[src/rtl/prio_enc_handshake.sv]
`default_nettype none
// +------------------------------------------------------------------------+
// | Module      : prio_enc_handshake                                       |
// | Description : Captures rising edges on N request lines into a pending  |
// |               set and drains it lowest-index-first through a           |
// |               valid/ready handshake, one encoded index per transfer.   |
// | Revision    : 1.0 - initial release                                    |
// +------------------------------------------------------------------------+
module prio_enc_handshake #(
    parameter int N = 4,
    parameter int W = $clog2(N)
) (
    input  logic         clk,
    input  logic         rst_n,
    input  logic         en,
    input  logic [N-1:0] req,
    output logic [W-1:0] y,
    output logic         valid,
    input  logic         ready,
    output logic [N-1:0] pend
);

    localparam logic [0:0]   c_IDLE  = 1'b0;
    localparam logic [0:0]   c_OFFER = 1'b1;
    localparam logic [N-1:0] c_ONE   = N'(1);

    logic [0:0]   r_state;
    logic [N-1:0] r_req_q;
    logic [N-1:0] r_pend;
    logic [W-1:0] r_y;

    logic [N-1:0] w_rise;
    logic [W-1:0] w_idx;
    logic         w_any;
    logic         w_load;
    logic [N-1:0] w_clr;
    logic [N-1:0] w_pend_next;

    // Edge detection on the request lines, independent of the capture enable
    always_ff @(posedge clk or negedge rst_n) begin
        if (!rst_n) begin
            r_req_q <= '0;
        end else begin
            r_req_q <= req;
        end
    end

    assign w_rise = req & ~r_req_q;

    // Lowest set index of the registered pending set wins
    always_comb begin
        w_idx = '0;
        for (int i = N - 1; i >= 0; i--) begin
            if (r_pend[i]) begin
                w_idx = i[W-1:0];
            end
        end
    end

    assign w_any = |r_pend;

    // A new index is loaded when idle, or when the current one is accepted;
    // only registered pend is consulted, so a rise never reaches y the same cycle
    assign w_load      = w_any && ((r_state == c_IDLE) || ready);
    assign w_clr       = w_load ? (c_ONE << w_idx) : '0;
    assign w_pend_next = (r_pend & ~w_clr) | (w_rise & {N{en}});

    // Pending set: clear of the loaded bit, with a same-cycle rise winning
    always_ff @(posedge clk or negedge rst_n) begin
        if (!rst_n) begin
            r_pend <= '0;
        end else begin
            r_pend <= w_pend_next;
        end
    end

    // Offer state machine: IDLE loads on nonempty pend, OFFER holds until ready
    always_ff @(posedge clk or negedge rst_n) begin
        if (!rst_n) begin
            r_state <= c_IDLE;
            r_y     <= '0;
        end else begin
            case (r_state)
                c_IDLE: begin
                    if (w_load) begin
                        r_y     <= w_idx;
                        r_state <= c_OFFER;
                    end
                end
                c_OFFER: begin
                    if (ready) begin
                        if (w_load) begin
                            r_y <= w_idx;
                        end else begin
                            r_state <= c_IDLE;
                        end
                    end
                end
                default: begin
                    r_state <= c_IDLE;
                end
            endcase
        end
    end

    assign y     = r_y;
    assign valid = (r_state == c_OFFER);
    assign pend  = r_pend;

endmodule
`default_nettype wire

[config.mk]
export PLATFORM = sky130hd
export DESIGN_NAME = prio_enc_handshake
export DESIGN_NICKNAME = d
export VERILOG_FILES = /design/src/rtl/prio_enc_handshake.sv
export SDC_FILE = /design/constraint.sdc
export NUM_CORES = 1
export LEC_CHECK = 0
export BUFFER_PORTS_ARGS = -buffer_cell sky130_fd_sc_hd__buf_2
export CAP_MARGIN = 30
export CORE_AREA = 4 4 41 43
export DETAILED_ROUTE_END_ITERATION = 7
export DIE_AREA = 0 0 45 47
export GPL_ROUTABILITY_DRIVEN = 1
export SETUP_SLACK_MARGIN = 0.1
export SYNTH_ARGS = -nofsm -noshare
export SYNTH_HDL_FRONTEND = slang
export SYNTH_SLANG_ARGS = --single-unit
[constraint.sdc]
create_clock -name clk -period 1.2 [get_ports clk]
set_input_delay 0.06 -clock clk [delete_from_list [all_inputs] [get_ports clk]]
set_output_delay 0.06 -clock clk [all_outputs]
set_load 0.01 [all_outputs]
Word-level counts from Yosys, hierarchy flattened
Index checks and enable logic that the tools add are counted.
{"block": "totals", "input_bits": 8, "out_inout_bits": 7, "word_cells": 27, "reg_bits": 11}
{"block": "classes", "n_eq_ne": 1, "bitwise": 7, "mux": 11, "n_shift": 1, "n_reduce_logical": 3}
{"cell": "4-bit AND", "count": 3}
{"cell": "2-bit two-way mux", "count": 6}
{"cell": "4-bit inverter", "count": 2}
{"cell": "4-bit two-way mux", "count": 1}
{"cell": "4-bit OR", "count": 1}
{"cell": "2-bit case mux with 2 select lines", "count": 1}
{"cell": "4-bit OR reduction", "count": 1}
{"cell": "1-bit by 2-bit << shifter with 4-bit output, first input constant", "count": 1}
{"cell": "1-bit two-way mux", "count": 2}
{"cell": "2-bit inequality test, second input constant", "count": 1}
{"cell": "1-bit case mux with 2 select lines", "count": 1}
{"cell": "1-bit logical AND", "count": 1}
{"cell": "1-bit logical OR", "count": 1}
{"cell": "1-bit inverter", "count": 1}

Longest topological paths before layout
{"block": "depth", "depth_word": 9, "ltp_mapped": 4, "depth_no_buf": 3}

Least setup slack after synthesis
No wires, ideal clock.
{"block": "synth_path", "path_type": "register to register", "startpoint": "register r_state, in the netlist valid", "endpoint": "register r_pend[1], in the netlist pend[1]", "t_required_ns": 1.078, "n_path_buf": 1, "t_arrival_ns": 1.040, "slack_ns": 0.039, "setup_time_ns": 0.122, "period_less_slack_ns": 1.161, "stages_incl_launch_ff": 5, "path_cell_list": "dfrtp_1 nor2b_4 buf_6 or2_1 a32o_1"}
{"block": "synth_between", "elab_chain_cells": 7}
{"item": "start, declared", "line_no": "27", "text": "logic [0:0] r_state;"}
{"item": "start signal, assigned", "line_no": "80", "text": "r_state <= c_IDLE;"}
{"item": "start signal, assigned", "line_no": "87", "text": "r_state <= c_OFFER;"}
{"item": "start signal, assigned", "line_no": "95", "text": "r_state <= c_IDLE;"}
{"item": "1-bit inverter"}
{"item": "1-bit logical OR", "line_no": "64", "text": "assign w_load = w_any && ((r_state == c_IDLE) || ready);"}
{"item": "1-bit logical AND", "line_no": "64"}
{"item": "4-bit two-way mux", "line_no": "65", "text": "assign w_clr = w_load ? (c_ONE << w_idx) : '0;"}
{"item": "4-bit inverter", "line_no": "66", "text": "assign w_pend_next = (r_pend & ~w_clr) | (w_rise & {N{en}});"}
{"item": "4-bit AND", "line_no": "66"}
{"item": "4-bit OR", "line_no": "66"}
{"item": "named net w_pend_next[1]", "line_no": "37", "text": "logic [N-1:0] w_pend_next;"}
{"item": "end signal, assigned", "line_no": "73", "text": "r_pend <= w_pend_next;"}
{"item": "end, declared", "line_no": "29", "text": "logic [N-1:0] r_pend;"}
The timed path passes the listed nets, and every way through them passes these cells.
A chain may end at the register's enable or synchronous reset.

Worst setup path in the final report
Ends and elaborated chain as after synthesis.

==> flow_summary.html <==
<table>
<tr><th>Metric</th><th>Value</th></tr>
<tr><th colspan="2">Timing</th></tr>
<tr><td>Final setup violating endpoints</td><td>0</td></tr>
<tr><td>Slew @ Worst Pin</td><td>252 ps</td></tr>
<tr><td>Final period util</td><td>88.8%</td></tr>
<tr><td>Clock skew after layout</td><td>0.450 ps</td></tr>
<tr><td>Unrepaired setup endpoints after global routing</td><td>true</td></tr>
<tr><td>Final hold violation count</td><td>0</td></tr>
<tr><td>Worst slew slack as a fraction of its limit</td><td>between 80% and 90%</td></tr>
<tr><td>Slew Limit Fails</td><td>0</td></tr>
<tr><td>Final TNS setup</td><td>0 ps</td></tr>
<tr><td>Highest achievable clock rate</td><td>0.939 GHz</td></tr>
<tr><td>Final worst path period need</td><td>1070 ps</td></tr>
<tr><th colspan="2">Synthesis</th></tr>
<tr><td>Flip-flop and latch count after synthesis</td><td>11</td></tr>
<tr><td>Number of warning messages in the yosys log</td><td>0</td></tr>
<tr><td>Sequential share of the synthesized area</td><td>65.1%</td></tr>
<tr><td>Synthesized Nets</td><td>41</td></tr>
<tr><td>Unique masters post-synth</td><td>15</td></tr>
<tr><td>Post-synthesis cell count</td><td>33</td></tr>
<tr><td>Mean cell area of the mapped netlist</td><td>12.8 µm²</td></tr>
<tr><td>Cell area after technology mapping</td><td>423 µm²</td></tr>
<tr><th colspan="2">Setup path</th></tr>
<tr><td>Maximum fanout along the worst path</td><td>8</td></tr>
<tr><td>Worst path cell trace</td><td>nor2b_4, or2_1, a32o_1</td></tr>
<tr><td>Dominant delay contributor by cell family on the critical path</td><td>simple AND/OR/NAND/NOR gates</td></tr>
<tr><td>Critical path start-end classification</td><td>reg -&gt; reg</td></tr>
<tr><td>Required time of the critical path</td><td>1360 ps</td></tr>
<tr><td>Max stage delay cell, worst path</td><td>dfrtp_1</td></tr>
<tr><td>CP Data Arrival Time</td><td>1220 ps</td></tr>
<tr><td>Startpoint type of the worst setup path</td><td>flip-flop</td></tr>
<tr><td>Number of buffer and inverter stages on the critical path</td><td>0</td></tr>
<tr><td>Critical path endpoint category</td><td>flip-flop</td></tr>
<tr><td>Largest incremental delay on the critical path</td><td>370 ps</td></tr>
<tr><th colspan="2">Floorplan</th></tr>
<tr><td>Core Area</td><td>roughly 1300 µm²</td></tr>
<tr><td>Initial core utilization</td><td>32.5%</td></tr>
<tr><td>Placement Rows</td><td>13</td></tr>
<tr><td>Top Ports</td><td>15</td></tr>
<tr><td>Area enclosed by the die boundary</td><td>roughly 2100 µm²</td></tr>
<tr><td>Die width</td><td>45 µm</td></tr>
<tr><td>Height of the die</td><td>47 µm</td></tr>
<tr><th colspan="2">Drt</th></tr>
<tr><td>Antenna viol nets, final</td><td>0</td></tr>
<tr><td>DRC violations left</td><td>0</td></tr>
<tr><td>Vias after detailed routing</td><td>328</td></tr>
<tr><td>Vias per cell</td><td>roughly 4.7</td></tr>
<tr><td>Wirelength per Cell</td><td>11.6 µm</td></tr>
<tr><td>Total routed wirelength</td><td>812 µm</td></tr>
<tr><td>Detailed-routing iteration count for the pre-antenna-repair pass</td><td>4</td></tr>
<tr><td>Drt first-iter violations</td><td>1</td></tr>
<tr><th colspan="2">Clocking</th></tr>
<tr><td>Clock tree sinks</td><td>11</td></tr>
<tr><td>Maximum clock path buffer count</td><td>2</td></tr>
<tr><td>Cell chosen for the clock root</td><td>clkbuf_4</td></tr>
<tr><td>CTS clock-pin slew for the worst setup and hold paths</td><td>70 ps</td></tr>
<tr><td>CTS buffer count</td><td>3</td></tr>
<tr><td>Clk Latency, worst-skew pair</td><td>around 270 ps</td></tr>
<tr><td>Buffers inserted by post-CTS timing repair</td><td>0</td></tr>
<tr><td>CTS H-tree depth</td><td>1</td></tr>
<tr><td>CTS tree</td><td>yes</td></tr>
<tr><th colspan="2">Placed design</th></tr>
<tr><td>Number of input and output port buffers inserted</td><td>14</td></tr>
<tr><td>Routability congestion estimate from global placement</td><td>0.657</td></tr>
<tr><td>DP Wirelength</td><td>a little under 600 µm</td></tr>
<tr><th colspan="2">Global route</th></tr>
<tr><td>Global-route wire length before repair</td><td>1.38 mm</td></tr>
<tr><td>Initial antenna violation count</td><td>0</td></tr>
<tr><td>Number of global-route vias before repair</td><td>322</td></tr>
<tr><td>Pin count of the biggest net entering global routing</td><td>12</td></tr>
<tr><td>Overall overflow remaining after global route</td><td>0</td></tr>
<tr><td>Total global-route track usage</td><td>9.77%</td></tr>
<tr><th colspan="2">Pwr</th></tr>
<tr><td>Fraction of power consumed by the clock network</td><td>26.1%</td></tr>
<tr><td>Maximum vdd ir drop</td><td>0.857 mV</td></tr>
<tr><td>Sequential fraction of design power</td><td>between 50% and 60%</td></tr>
<tr><td>Switch Pwr</td><td>276 µW</td></tr>
<tr><td>Proportion of power drawn by combinational gates</td><td>23.4%</td></tr>
<tr><td>Internal power</td><td>667 µW</td></tr>
<tr><td>Pleak</td><td>~0.29 nW</td></tr>
<tr><td>Fraction of power spent switching nets</td><td>29.3%</td></tr>
<tr><td>Pwr/cell area</td><td>about 1600 nW/µm²</td></tr>
<tr><th colspan="2">Hold path</th></tr>
<tr><td>Path class of the lowest-slack min-delay path</td><td>in -&gt; reg</td></tr>
<tr><th colspan="2">Cells and area</th></tr>
<tr><td>NumNets Final</td><td>64</td></tr>
<tr><td>Most frequent standard cell in the layout excluding fill and tap cells</td><td>buf_2</td></tr>
<tr><td>Final Core Density</td><td>45.0%</td></tr>
<tr><td>Antenna fix cells</td><td>0</td></tr>
<tr><td>Proportion of layout cells with a drive suffix above 1</td><td>36.4%</td></tr>
<tr><td>Area overhead of the layout relative to synthesis</td><td>38.5%</td></tr>
<tr><td>Most used cells in the layout excluding fill and tap cells</td><td>14 x buf_2, 11 x dfrtp_1, 5 x dlygate4sd3_1</td></tr>
<tr><th colspan="2">Job</th></tr>
<tr><td>Number of max-cap violations</td><td>0</td></tr>
<tr><th colspan="2">Status</th></tr>
<tr><td>Outcome</td><td>complete, no violations</td></tr>
</table>
-- timing repair --
item	4_1_cts	5_1_grt
endpoints found under the hold margin	15	0
hold buffers	5	0
resized for setup	0	1
endpoints found under the setup margin	0	2
-- worst register-to-register path, delay by kind of cell, from the launching register on --
kind             cells  cell delay [ps]
flip-flops           1              370
AND/OR/NAND/NOR      2              380
AO/OA/AOI/OAI        1              210
-- worst paths after layout --
| path | endpoint | startpoint | slack, ps | depth (start not counted) |
|---|---|---|---|---|
| worst max-delay path | pend[1] | valid | 130 | 3 |
| worst min-delay path | pend[3] | en | 70 | 3 |
| worst max register to register | pend[1] | valid | 130 | 3 |
| worst min register to register | pend[2] | r_req_q[2] | 420 | 1 |
| max in group asynchronous | r_req_q[0] | rst_n | 830 | 2 |
| min in group asynchronous | y[1] | rst_n | 180 | 2 |
-- cells in the mapped netlist --
| library cell | count | area share [%] |
|---|---|---|
| a21oi_1 | 1 | 1.2 |
| a32o_1 | 2 | 4.7 |
| buf_6 | 1 | 2.7 |
| dfrtp_1 | 11 | 65 |
| inv_1 | 2 | 1.8 |
| nand2_1 | 3 | 2.7 |
| nand2b_1 | 3 | 4.4 |
| nand3b_1 | 1 | 1.8 |
| nor2_1 | 3 | 2.7 |
| nor2b_4 | 1 | 3.3 |
| o22a_1 | 1 | 2.1 |
| o2bb2ai_1 | 1 | 2.1 |
| o32ai_1 | 1 | 2.1 |
| o41ai_1 | 1 | 2.1 |
| or2_1 | 1 | 1.5 |
-- sequential cells by signal, indices dropped and copies added (netlist names) --
name / flops
pend: 4
r_req_q: 4
y: 2
valid: 1
-- power groups by stage --
stage               Clock (mW)  Sequential [mW]  Combinational (mW)
floorplan                    0            0.500               0.102
global placement             0            0.480               0.206
detailed placement           0            0.480               0.208
CTS                      0.259            0.473               0.221
global route             0.283            0.485               0.251
finish                   0.247            0.476               0.221
-- cell families after synthesis --
family                 share of synthesized area, %
AO/OA/AOI/OAI                                  14.2
buffers and inverters                          4.44
flip-flops                                     65.1
AND/OR/NAND/NOR                                16.3
-- stage by stage --
step | hold slack [ps] | total power, mW | setup slack [ps] | area [µm²] | instances
after floorplan | -236 | 0.602 | 38.8 | 423 | 33
after global placement | -57.6 | 0.686 | 167 | 500 | 61
after detailed placement | -56.0 | 0.688 | 146 | 500 | 61
after CTS | 65.1 | 0.953 | 136 | 578 | 70
after global routing | 74.9 | 1.02 | 89.4 | 586 | 70
final | 69.9 | 0.943 | 135 | 586 | 70
-- per-layer routing --
| layer | vias up | global-route usage, % | share of wire [%] |
|---|---|---|---|
| met3 | 2 | 5.75 | 10 |
| met2 | 18 | 13.6 | 43 |
| li1 | 160 | - | - |
| met4 | 0 | 5.26 | 1.4 |
| met1 | 148 | 11.8 | 45 |
| met5 | - | 0 | 0 |
-- cell type report --
class / instances / area, µm²
Clock buffer: 3 / 22.5
Clock inverter: 1 / 5.00
Fill cell: 132 / 716
Inverter: 2 / 7.51
Multi-Input combinational cell: 19 / 136
Sequential cell: 11 / 275
Tap cell: 15 / 18.8
Timing Repair Buffer: 19 / 120
(Power assumes the default switching activity.)
